`src/rtl/life_step_if.sv`:
```
// Bundle of control and status signals between the life engine and the key/display logic.
// The master side drives load/start/run; the slave side is the engine itself.
interface life_step_if #(
   parameter int X     = 8,
   parameter int Y     = 8,
   parameter int LOG2X = 3,
   parameter int LOG2Y = 3,
   parameter int GEN_W = 16
);
   logic                   load_en;
   logic [X*Y-1:0]         load_data;
   logic                   start;
   logic                   run;
   logic                   busy;
   logic                   done;
   logic [X*Y-1:0]         grid;
   logic [GEN_W-1:0]       gen_count;
   logic [LOG2X+LOG2Y:0]   pop_count;
   logic                   stable;
   logic                   extinct;

   modport master (
      output load_en, load_data, start, run,
      input  busy, done, grid, gen_count, pop_count, stable, extinct
   );

   modport slave (
      input  load_en, load_data, start, run,
      output busy, done, grid, gen_count, pop_count, stable, extinct
   );
endinterface

```
`src/rtl/life_step_engine.sv`:
```
// Serial Game-of-Life engine: computes one generation per request, one cell per clock,
// scanning the live grid into a separate next buffer and committing it in one cycle.
//
// state    | meaning
// S_IDLE   | waiting; accepts load, start or run
// S_SCAN   | evaluating cell (x_q, y_q) from grid_q into next_q
// S_COMMIT | next_q becomes grid_q, status flags and counters update
module life_step_engine #(
   parameter int         X            = 8,
   parameter int         Y            = 8,
   parameter int         LOG2X        = 3,
   parameter int         LOG2Y        = 3,
   parameter bit         WRAP         = 1'b1,
   parameter logic [8:0] BIRTH_MASK   = 9'b000001000,
   parameter logic [8:0] SURVIVE_MASK = 9'b000001100,
   parameter int         GEN_W        = 16
) (
   input  logic          clk,
   input  logic          reset,
   life_step_if.slave    bus
);

   localparam int N     = X * Y;
   localparam int IDX_W = (N > 1) ? $clog2(N) : 1;
   localparam int PW    = LOG2X + LOG2Y + 1;

   typedef enum logic [1:0] {S_IDLE, S_SCAN, S_COMMIT} state_t;

   state_t           state_q, state_d;
   logic [N-1:0]     grid_q, grid_d;
   logic [N-1:0]     next_q, next_d;
   logic [LOG2X-1:0] x_q, x_d;
   logic [LOG2Y-1:0] y_q, y_d;
   logic [PW-1:0]    pop_acc_q, pop_acc_d;
   logic [PW-1:0]    pop_q, pop_d;
   logic [GEN_W-1:0] gen_q, gen_d;
   logic             stable_q, stable_d;
   logic             extinct_q, extinct_d;
   logic             done_q, done_d;

   logic [IDX_W-1:0] cur_idx;
   logic [3:0]       nb_cnt;
   logic             cur_live;
   logic             new_bit;

   // Off-grid neighbours either wrap to the opposite edge or read as dead.
   function automatic logic [3:0] count_nb(input logic [N-1:0] g, input int cx, input int cy);
      logic [3:0] c;
      logic       ok;
      int         nx, ny;
      c = '0;
      for (int dy = -1; dy <= 1; dy++) begin
         for (int dx = -1; dx <= 1; dx++) begin
            if (!(dx == 0 && dy == 0)) begin
               nx = cx + dx;
               ny = cy + dy;
               ok = 1'b1;
               if (nx < 0) begin
                  nx = X - 1;
                  ok = WRAP;
               end else if (nx >= X) begin
                  nx = 0;
                  ok = WRAP;
               end
               if (ny < 0) begin
                  ny = Y - 1;
                  ok = ok & WRAP;
               end else if (ny >= Y) begin
                  ny = 0;
                  ok = ok & WRAP;
               end
               if (ok) c = c + {3'b000, g[IDX_W'(ny * X + nx)]};
            end
         end
      end
      return c;
   endfunction

   always_comb begin
      cur_idx  = IDX_W'(int'(y_q) * X + int'(x_q));
      cur_live = grid_q[cur_idx];
      nb_cnt   = count_nb(grid_q, int'(x_q), int'(y_q));
      new_bit  = cur_live ? SURVIVE_MASK[nb_cnt] : BIRTH_MASK[nb_cnt];
   end

   always_comb begin
      state_d   = state_q;
      grid_d    = grid_q;
      next_d    = next_q;
      x_d       = x_q;
      y_d       = y_q;
      pop_acc_d = pop_acc_q;
      pop_d     = pop_q;
      gen_d     = gen_q;
      stable_d  = stable_q;
      extinct_d = extinct_q;
      done_d    = 1'b0;
      case (state_q)
         S_IDLE: begin
            if (bus.load_en) begin
               grid_d    = bus.load_data;
               gen_d     = '0;
               pop_d     = '0;
               stable_d  = 1'b0;
               extinct_d = 1'b0;
            end else if (bus.start || (bus.run && !stable_q)) begin
               state_d   = S_SCAN;
               x_d       = '0;
               y_d       = '0;
               pop_acc_d = '0;
            end
         end
         S_SCAN: begin
            next_d[cur_idx] = new_bit;
            pop_acc_d       = pop_acc_q + PW'(new_bit);
            if (x_q == LOG2X'(X - 1)) begin
               x_d = '0;
               if (y_q == LOG2Y'(Y - 1)) state_d = S_COMMIT;
               else                      y_d     = y_q + LOG2Y'(1);
            end else begin
               x_d = x_q + LOG2X'(1);
            end
         end
         S_COMMIT: begin
            stable_d  = (next_q == grid_q);
            grid_d    = next_q;
            pop_d     = pop_acc_q;
            extinct_d = (pop_acc_q == '0);
            gen_d     = gen_q + GEN_W'(1);
            done_d    = 1'b1;
            state_d   = S_IDLE;
         end
         default: state_d = S_IDLE;
      endcase
   end

   always_ff @(posedge clk) begin
      if (reset) begin
         state_q   <= S_IDLE;
         grid_q    <= '0;
         next_q    <= '0;
         x_q       <= '0;
         y_q       <= '0;
         pop_acc_q <= '0;
         pop_q     <= '0;
         gen_q     <= '0;
         stable_q  <= 1'b0;
         extinct_q <= 1'b0;
         done_q    <= 1'b0;
      end else begin
         state_q   <= state_d;
         grid_q    <= grid_d;
         next_q    <= next_d;
         x_q       <= x_d;
         y_q       <= y_d;
         pop_acc_q <= pop_acc_d;
         pop_q     <= pop_d;
         gen_q     <= gen_d;
         stable_q  <= stable_d;
         extinct_q <= extinct_d;
         done_q    <= done_d;
      end
   end

   assign bus.busy      = (state_q != S_IDLE);
   assign bus.done      = done_q;
   assign bus.grid      = grid_q;
   assign bus.gen_count = gen_q;
   assign bus.pop_count = pop_q;
   assign bus.stable    = stable_q;
   assign bus.extinct   = extinct_q;

endmodule
```
`src/flat_wrapper.sv`:
```
// flat-port wrapper written by rule: the top's interface ports become plain ports
module life_step_engine_flat 
#(
   parameter int         X            = 8,
   parameter int         Y            = 8,
   parameter int         LOG2X        = 3,
   parameter int         LOG2Y        = 3,
   parameter bit         WRAP         = 1'b1,
   parameter logic [8:0] BIRTH_MASK   = 9'b000001000,
   parameter logic [8:0] SURVIVE_MASK = 9'b000001100,
   parameter int         GEN_W        = 16
)
  (clk, reset, bus_load_en, bus_load_data, bus_start, bus_run, bus_busy, bus_done, bus_grid, bus_gen_count, bus_pop_count, bus_stable, bus_extinct);
  life_step_if #(.X(X), .Y(Y), .LOG2X(LOG2X), .LOG2Y(LOG2Y), .GEN_W(GEN_W)) bus_i ();
  input  logic clk;
  input  logic reset;
  input wire logic [$bits(bus_i.load_en)-1:0] bus_load_en;
  input wire logic [$bits(bus_i.load_data)-1:0] bus_load_data;
  input wire logic [$bits(bus_i.start)-1:0] bus_start;
  input wire logic [$bits(bus_i.run)-1:0] bus_run;
  output wire logic [$bits(bus_i.busy)-1:0] bus_busy;
  output wire logic [$bits(bus_i.done)-1:0] bus_done;
  output wire logic [$bits(bus_i.grid)-1:0] bus_grid;
  output wire logic [$bits(bus_i.gen_count)-1:0] bus_gen_count;
  output wire logic [$bits(bus_i.pop_count)-1:0] bus_pop_count;
  output wire logic [$bits(bus_i.stable)-1:0] bus_stable;
  output wire logic [$bits(bus_i.extinct)-1:0] bus_extinct;
  assign bus_i.load_en = bus_load_en;
  assign bus_i.load_data = bus_load_data;
  assign bus_i.start = bus_start;
  assign bus_i.run = bus_run;
  assign bus_busy = bus_i.busy;
  assign bus_done = bus_i.done;
  assign bus_grid = bus_i.grid;
  assign bus_gen_count = bus_i.gen_count;
  assign bus_pop_count = bus_i.pop_count;
  assign bus_stable = bus_i.stable;
  assign bus_extinct = bus_i.extinct;
  life_step_engine #(.X(X), .Y(Y), .LOG2X(LOG2X), .LOG2Y(LOG2Y), .WRAP(WRAP), .BIRTH_MASK(BIRTH_MASK), .SURVIVE_MASK(SURVIVE_MASK), .GEN_W(GEN_W)) u_core (.clk(clk), .reset(reset), .bus(bus_i));
endmodule
```
`config.mk`:
```
export PLATFORM = sky130hd
export DESIGN_NAME = life_step_engine_flat
export DESIGN_NICKNAME = d
export VERILOG_FILES = /design/src/rtl/life_step_if.sv /design/src/rtl/life_step_engine.sv /design/src/flat_wrapper.sv
export SDC_FILE = /design/constraint.sdc
export NUM_CORES = 1
export LEC_CHECK = 0
export CAP_MARGIN = 10
export CORE_MARGIN = 10
export CORE_UTILIZATION = 40
export CTS_CLUSTER_SIZE = 25
export DETAILED_ROUTE_END_ITERATION = 16
export PLACE_DENSITY = 0.7
export SLEW_MARGIN = 10
export SYNTH_ARGS = -nofsm -noshare
export SYNTH_HDL_FRONTEND = slang
export SYNTH_SLANG_ARGS = --single-unit
```
`constraint.sdc`:
```
create_clock -name clk -period 6.25 [get_ports clk]
set_input_delay 0.9375 -clock clk [delete_from_list [all_inputs] [get_ports clk]]
set_output_delay 0.9375 -clock clk [all_outputs]
set_load 0.02 [all_outputs]
```
; Yosys cells after proc, flatten, opt, wreduce, memory -nomap -nowiden
; Memories as Yosys holds them, arrays and structs flattened.
; Cells that the tools add are included.
; W data, S select, Z words.
[word_totals]
register_bits = 169
rom_bits = 32
input_bits = 69
output_inout_bits = 91
wordCells = 153
n_memories = 2
[mem_list]
columns = name, depth, word_bits, rd, rd_clocked_by_memory_dff, write_ports, line_no
row1 = (no name shown), 16, 1, 1, 0, 0, life_step_engine.sv:83  ; new_bit = cur_live ? SURVIVE_MASK[nb_cnt] : BIRTH_MASK[nb_cnt];
row2 = (no name shown), 16, 1, 1, 0, 0, life_step_engine.sv:83
[classes]
n_addsub = 24
order_cmp = 23
eq_ne = 11
muxes = 69
n_reduce_logical = 13
[op_table]
columns = operator, n
row1 = $pmux W64 S2, 1
row2 = $bwmux W64, 1
row3 = $eq A64 B64 Y1, 1
row4 = $lt A6 B8 Y1 const B, 8
row5 = $mux W64, 1
row6 = $bmux W1 S6, 9
row7 = $add A6 B6 Y6, 8
row8 = $mux W3, 13
row9 = $ge A32 B5 Y1 const B, 1
row10 = $lt A32 B1 Y1 const B, 1
row11 = $pmux W16 S2, 1
row12 = $pmux W7 S2, 2
row13 = $add A4 B1 Y4, 6
row14 = $mux W1, 23
row15 = $mux W7, 3
row16 = $mux W6, 3
row17 = $add A16 B1 Y16 const B, 1
row18 = $mux W16, 1
row19 = $pmux W3 S2, 2
row20 = $add A4 B1 Y5 const B, 2
row21 = $ge A5 B5 Y1 const B, 2
row22 = $lt A5 B1 Y1 const B, 2
row23 = $add A3 B1 Y4 const B, 2
row24 = $ge A3 B4 Y1 const B, 2
row25 = 30 further kinds, 44

; Longest topological paths before layout
[logic_depth]
ltp_word = 20
mapped_depth = 27

; Worst setup path after synthesis
; No wires, ideal clock.
[synth_path]
path_kind = flip-flop to flip-flop
start = register u_core.x_q[0]
end = register u_core.next_q[12]
setup_ns = 0.101
arrival_time_ns = 6.623
required_time_ns = 6.149
setup_slack_ns = -0.474
stages_incl_launch_ff = 25
path_buffers = 3
synth_period_minus_slack_ns = 6.724
path_cell_list = dfxtp_1 -> buf_6 -> inv_1 -> ha_1 -> ha_1 -> inv_1 -> a21oi_1 -> mux4_1 -> mux4_2 -> and2_1 -> a31oi_1 -> ha_1 -> fa_1 -> inv_1 -> fa_1 -> fa_1 -> fa_1 -> nor2_1 -> a31oi_1 -> or3_1 -> clkbuf_1 -> nor2_1 -> clkbuf_1 -> a31oi_1 -> o41ai_1
[synth_via]
elab_chain_len = 19
elab_cells_between_ends = 67
cone_classes = add/sub (18) / order compare (8) / mux (38) / reduce/logical (1) / memory (2)
[synth_rtl]
columns = element, line_no
row1 = start: declaration, life_step_engine.sv:32  ; logic [LOG2X-1:0] x_q, x_d;
row2 = start signal: assignment, life_step_engine.sv:142  ; x_q <= '0;
row3 = start signal: assignment, life_step_engine.sv:154  ; x_q <= x_d;
row4 = branches (longest 18 deep; another with $ge A32 B5 Y1), n/a
row5 = $bwmux W64 (*), life_step_engine.sv:114  ; next_d[cur_idx] = new_bit;
row6 = end signal: assignment, life_step_engine.sv:153  ; next_q <= next_d;
row7 = end: declaration, life_step_engine.sv:31  ; logic [N-1:0] next_q, next_d;
; Every way passes the cells marked *. The select of a mux whose other input is x is not followed.
; A chain may end at the register's enable or synchronous reset.

; Worst setup path in the final report
[layout_path]
start = register u_core.x_q[0]
end = register u_core.pop_acc_q[3]
[layout_via]
elab_chain_len = 20
elab_cells_between_ends = 63
cone_classes = add/sub (19) / order compare (6) / mux (36) / memory (2)
[layout_rtl]
columns = element, line_no
row1 = branches (longest 17 deep; another with $ge A32 B5 Y1), n/a
row2 = $mux W1 (*), life_step_engine.sv:83
row3 = net u_core.new_bit, life_step_engine.sv:44  ; logic new_bit;
row4 = $add A7 B1 Y7 (*), life_step_engine.sv:115  ; pop_acc_d = pop_acc_q + PW'(new_bit);
row5 = $pmux W7 S2 (*), life_step_engine.sv:98  ; case (state_q)
row6 = end signal: assignment, life_step_engine.sv:156  ; pop_acc_q <= pop_acc_d;
row7 = end: declaration, life_step_engine.sv:34  ; logic [PW-1:0] pop_acc_q, pop_acc_d;
; Mark *: on every way through the listed nets, which the timed path passes. The select of a mux whose other input is x is not followed.

==> metrics <==
outcome completed; Total Die Area 34300 um2; busiest grt layer met2; Via Count 11900; number of buffers added by the clock tree synthesis step 17; count of input and output buffers around 160; final weighted congestion in routability-driven placement 1.05; TritonCTS sink count 169; class of the tightest hold or removal check reg -> reg; share of async-settable or async-resettable flops after synthesis 0%; largest driver fanout on the critical path 42; final-stage net count around 1600; register-to-register path setup slack 150 ps; predominant post-synthesis flop cell sky130_fd_sc_hd__dfxtp_1; worst-case setup slack after placement -120 ps; Static Leak 4.85 nW; Period minus WS final about 6000 ps; fillers 2448; Clock Tree Buf Depth 2; TritonCTS clock tree built; initial core utilization 40.6%; # setup viols final 0; Worst Path Arrival ~6500 ps; cell area after technology mapping approximately 11000 um2; flops & latches, synth 169; number of max-cap violations 0; depth of the worst register-to-register path 21; combinational power share 33.8%; WL final roughly 46000 um; total negative setup slack 0 ps; total I/O pin count 160; fraction of layout instances using a drive strength above 1 12.8%; area of the core region 26900 um2; register area share after synthesis between 30 and 40%; fin crit share 97.5%; antenna violations before repair 0; maximum vdd ir drop between 0.00015 and 0.0002 V; number of design rule violations left after detail routing 0; First-pass DRT Iterations 6; synthesis warning total 0; average cell area after synthesis 8.27 um2; Worst Hold Depth 2; CP Data Required Time 6620 ps; switching power as a share of total power between 30% and 40%; Overall Global Routing Usage approximately a quarter; number of hold buffers added after cts 0; maximum number of pins on one net before global-route repair 82; internal power component 2.14 mW; actual transition at the worst max-transition pin 1230 ps; placed wire-length estimate between 30000 and 40000 um; area occupied by multi-input gates 7020 um2; vias in the first global route 11000; PwrDens 251 nW/um2; Setup crit start kind flip-flop; category of the worst setup path capture point flip-flop; area growth from synthesis to final layout 27.1%; met1 Use GR about a third; DRC marker count from the first detailed-route iteration 1818; post-place instance area 13100 um2; H-tree depth reported by CTS 4; leading cell types by total area after synthesis sky130_fd_sc_hd__dfxtp_1 (31%), sky130_fd_sc_hd__a21oi_1 (5.7%), sky130_fd_sc_hd__nor2_1 (4.6%); Reg area 3390 um2; kind of critical path reg -> reg; share of total power in the clock network between 30% and 40%; area share of the leading cell type in the synthesized netlist 31.0%; final antenna diode count 0; sequential power share 33.6%; number of library cell types mapped by synthesis 72; Horiz. Die Dim 185 um; worst-case setup margin in the final layout 155 ps; normalized max-slew margin 17.6%; FP Rows 60; remaining antenna violation count after routing 0; peak clock frequency supported by timing approximately 0.16 GHz; Hold Fails Final Rpt 0; met3 GRT Util between 4 and 5%; worst setup skew after layout 16.6 ps; Vias/cell between 6 and 7; cell chosen for the clock root sky130_fd_sc_hd__clkbuf_16; most area-hungry cell type in the Yosys netlist sky130_fd_sc_hd__dfxtp_1; gate count after technology mapping 1318; global-route wire length before repair 69000 um; die height 185 um; clock slew at reported path FFs 80 ps; area of all placed cells without fillers ~14000 um2; global routing usage on met2 41.8%; switching power summed over all nets 1.34 mW; Skew-Pair Late Insertion Delay approximately 450 ps; post-detailed-route wirelength per cell 25.4 um; overall overflow remaining after global route 0; number of pins with negative max-slew slack in the final report 0; number of enable-type register cells in the synthesized netlist 0
cell usage after synthesis, types with 24 or more instances:
cell and n:
sky130_fd_sc_hd__mux2i_1 49, sky130_fd_sc_hd__xor2_1 26, sky130_fd_sc_hd__xnor2_1 26, sky130_fd_sc_hd__a21oi_1 124
sky130_fd_sc_hd__nand2_1 89, sky130_fd_sc_hd__a31oi_1 37, sky130_fd_sc_hd__o21ai_0 31, sky130_fd_sc_hd__nand3_1 52
sky130_fd_sc_hd__o41ai_1 40, sky130_fd_sc_hd__inv_1 45, sky130_fd_sc_hd__nor2_1 135, sky130_fd_sc_hd__dfxtp_1 169
sky130_fd_sc_hd__nand2b_1 24, sky130_fd_sc_hd__nor3b_1 37, sky130_fd_sc_hd__ha_1 26, sky130_fd_sc_hd__nor4_1 24
sky130_fd_sc_hd__nor3_1 25, sky130_fd_sc_hd__a22oi_1 47, sky130_fd_sc_hd__clkbuf_1 87
flip-flops by register name, indices dropped and copies added (netlist names):
signal                cells
u_core.bus.stable         1
u_core.bus.extinct        1
u_core.pop_acc_q          7
u_core.y_q                3
u_core.next_q            64
u_core.bus.pop_count      7
u_core.bus.gen_count     16
u_core.bus.grid          64
u_core.bus.done           1
u_core.state_q            2
u_core.x_q                3
logic make-up after synthesis:
kind of cell    Yosys count  share of synthesized area [%]
compound gates          373                           22.9
flops                   169                           31.0
mux                      90                           11.9
other cells               1                         0.0344
simple gates            451                           20.4
xor+xnor                 52                           4.18
fa+ha+maj                30                           3.72
buf+inv                 152                           5.87
cell usage in the layout (no fill, tap or decap), types with 23 or more instances in the layout:
master                            count
sky130_fd_sc_hd__dfxtp_1            166
sky130_fd_sc_hd__clkdlybuf4s50_1    158
sky130_fd_sc_hd__nor2_1             133
sky130_fd_sc_hd__a21oi_1            122
sky130_fd_sc_hd__nand2_1             89
sky130_fd_sc_hd__buf_4               79
sky130_fd_sc_hd__nand3_1             50
sky130_fd_sc_hd__mux2i_1             49
sky130_fd_sc_hd__a22oi_1             47
sky130_fd_sc_hd__inv_1               42
sky130_fd_sc_hd__o41ai_1             40
sky130_fd_sc_hd__a31oi_1             37
sky130_fd_sc_hd__nor3b_1             37
sky130_fd_sc_hd__o21ai_0             31
sky130_fd_sc_hd__xnor2_1             26
sky130_fd_sc_hd__xor2_1              26
sky130_fd_sc_hd__nand2b_1            24
sky130_fd_sc_hd__nor4_1              24
sky130_fd_sc_hd__nor3_1              23
final cells by class:
cell class | instances | share of cell area (%)
Clock buffer | 17 | 3.07
Clock inverter | 15 | 1.44
Inverter | 46 | 1.25
Multi-Input combinational cell | 1002 | 50.6
Sequential cell | 169 | 24.4
Tap cell | 341 | 3.08
Timing Repair Buffer | 240 | 16.1
per-layer routing:
metal,part of all wire (%),vias to the layer above
li1,-,5244
met1,39,5774
met2,47,700
met3,9.5,170
met4,5.1,0
met5,0,-
worst max-delay path, stage by stage, from the launching register on:
cell and delay (ps):
sky130_fd_sc_hd__dfxtp_2 370, sky130_fd_sc_hd__buf_4 130, sky130_fd_sc_hd__buf_8 310, sky130_fd_sc_hd__mux4_1 610
sky130_fd_sc_hd__mux2i_1 430, sky130_fd_sc_hd__o21bai_1 150, sky130_fd_sc_hd__nor3b_1 240, sky130_fd_sc_hd__a211oi_1 100
sky130_fd_sc_hd__ha_1 350, sky130_fd_sc_hd__fa_1 530, sky130_fd_sc_hd__inv_2 50, sky130_fd_sc_hd__fa_1 480
sky130_fd_sc_hd__fa_2 370, sky130_fd_sc_hd__fa_2 400, sky130_fd_sc_hd__nor2_1 110, sky130_fd_sc_hd__a31oi_1 110
sky130_fd_sc_hd__or2_4 280, sky130_fd_sc_hd__a21oi_4 130, sky130_fd_sc_hd__ha_2 210, sky130_fd_sc_hd__nand3_2 90
sky130_fd_sc_hd__or3_1 380, sky130_fd_sc_hd__a21oi_1 130
power groups by stage:
| stage | sequential [mW] | combinational (mW) | clock [mW] |
|---|---|---|---|
| after CTS | 1.17 | 1.11 | 1.13 |
| after global routing | 1.17 | 1.24 | 1.18 |
| final | 1.17 | 1.18 | 1.13 |
| after global placement | 1.19 | 1.07 | 0 |
| after floorplan | 1.21 | 0.623 | 0 |
| after detailed placement | 1.19 | 1.09 | 0 |
path summary, 6_finish.rpt:
path,from,end
setup / recovery,u_core.x_q[0],u_core.pop_acc_q[3]
hold / removal,u_core.bus.pop_count[3],u_core.bus.pop_count[3]
setup reg to reg,u_core.x_q[0],u_core.pop_acc_q[3]
hold reg to reg,u_core.bus.pop_count[3],u_core.bus.pop_count[3]
what timing repair did:
| action | CTS | global route |
|---|---|---|
| pin swaps | 3 | 15 |
| resized for setup | 6 | 17 |
| buffers inserted | 1 | 5 |
| setup endpoints to repair | 12 | 66 |
per-stage QoR:
stage	cells	utilization, %	hold slack (ps)	power [mW]
2_1_floorplan	1323	-	457	1.83
3_3_place_gp	1792	48.8	458	2.27
3_5_place_dp	1792	48.8	465	2.28
4_1_cts	1825	51.2	476	3.41
5_1_grt	1830	51.6	501	3.59
6_report	1830	51.6	480	3.48
(Power assumes the default switching activity.)
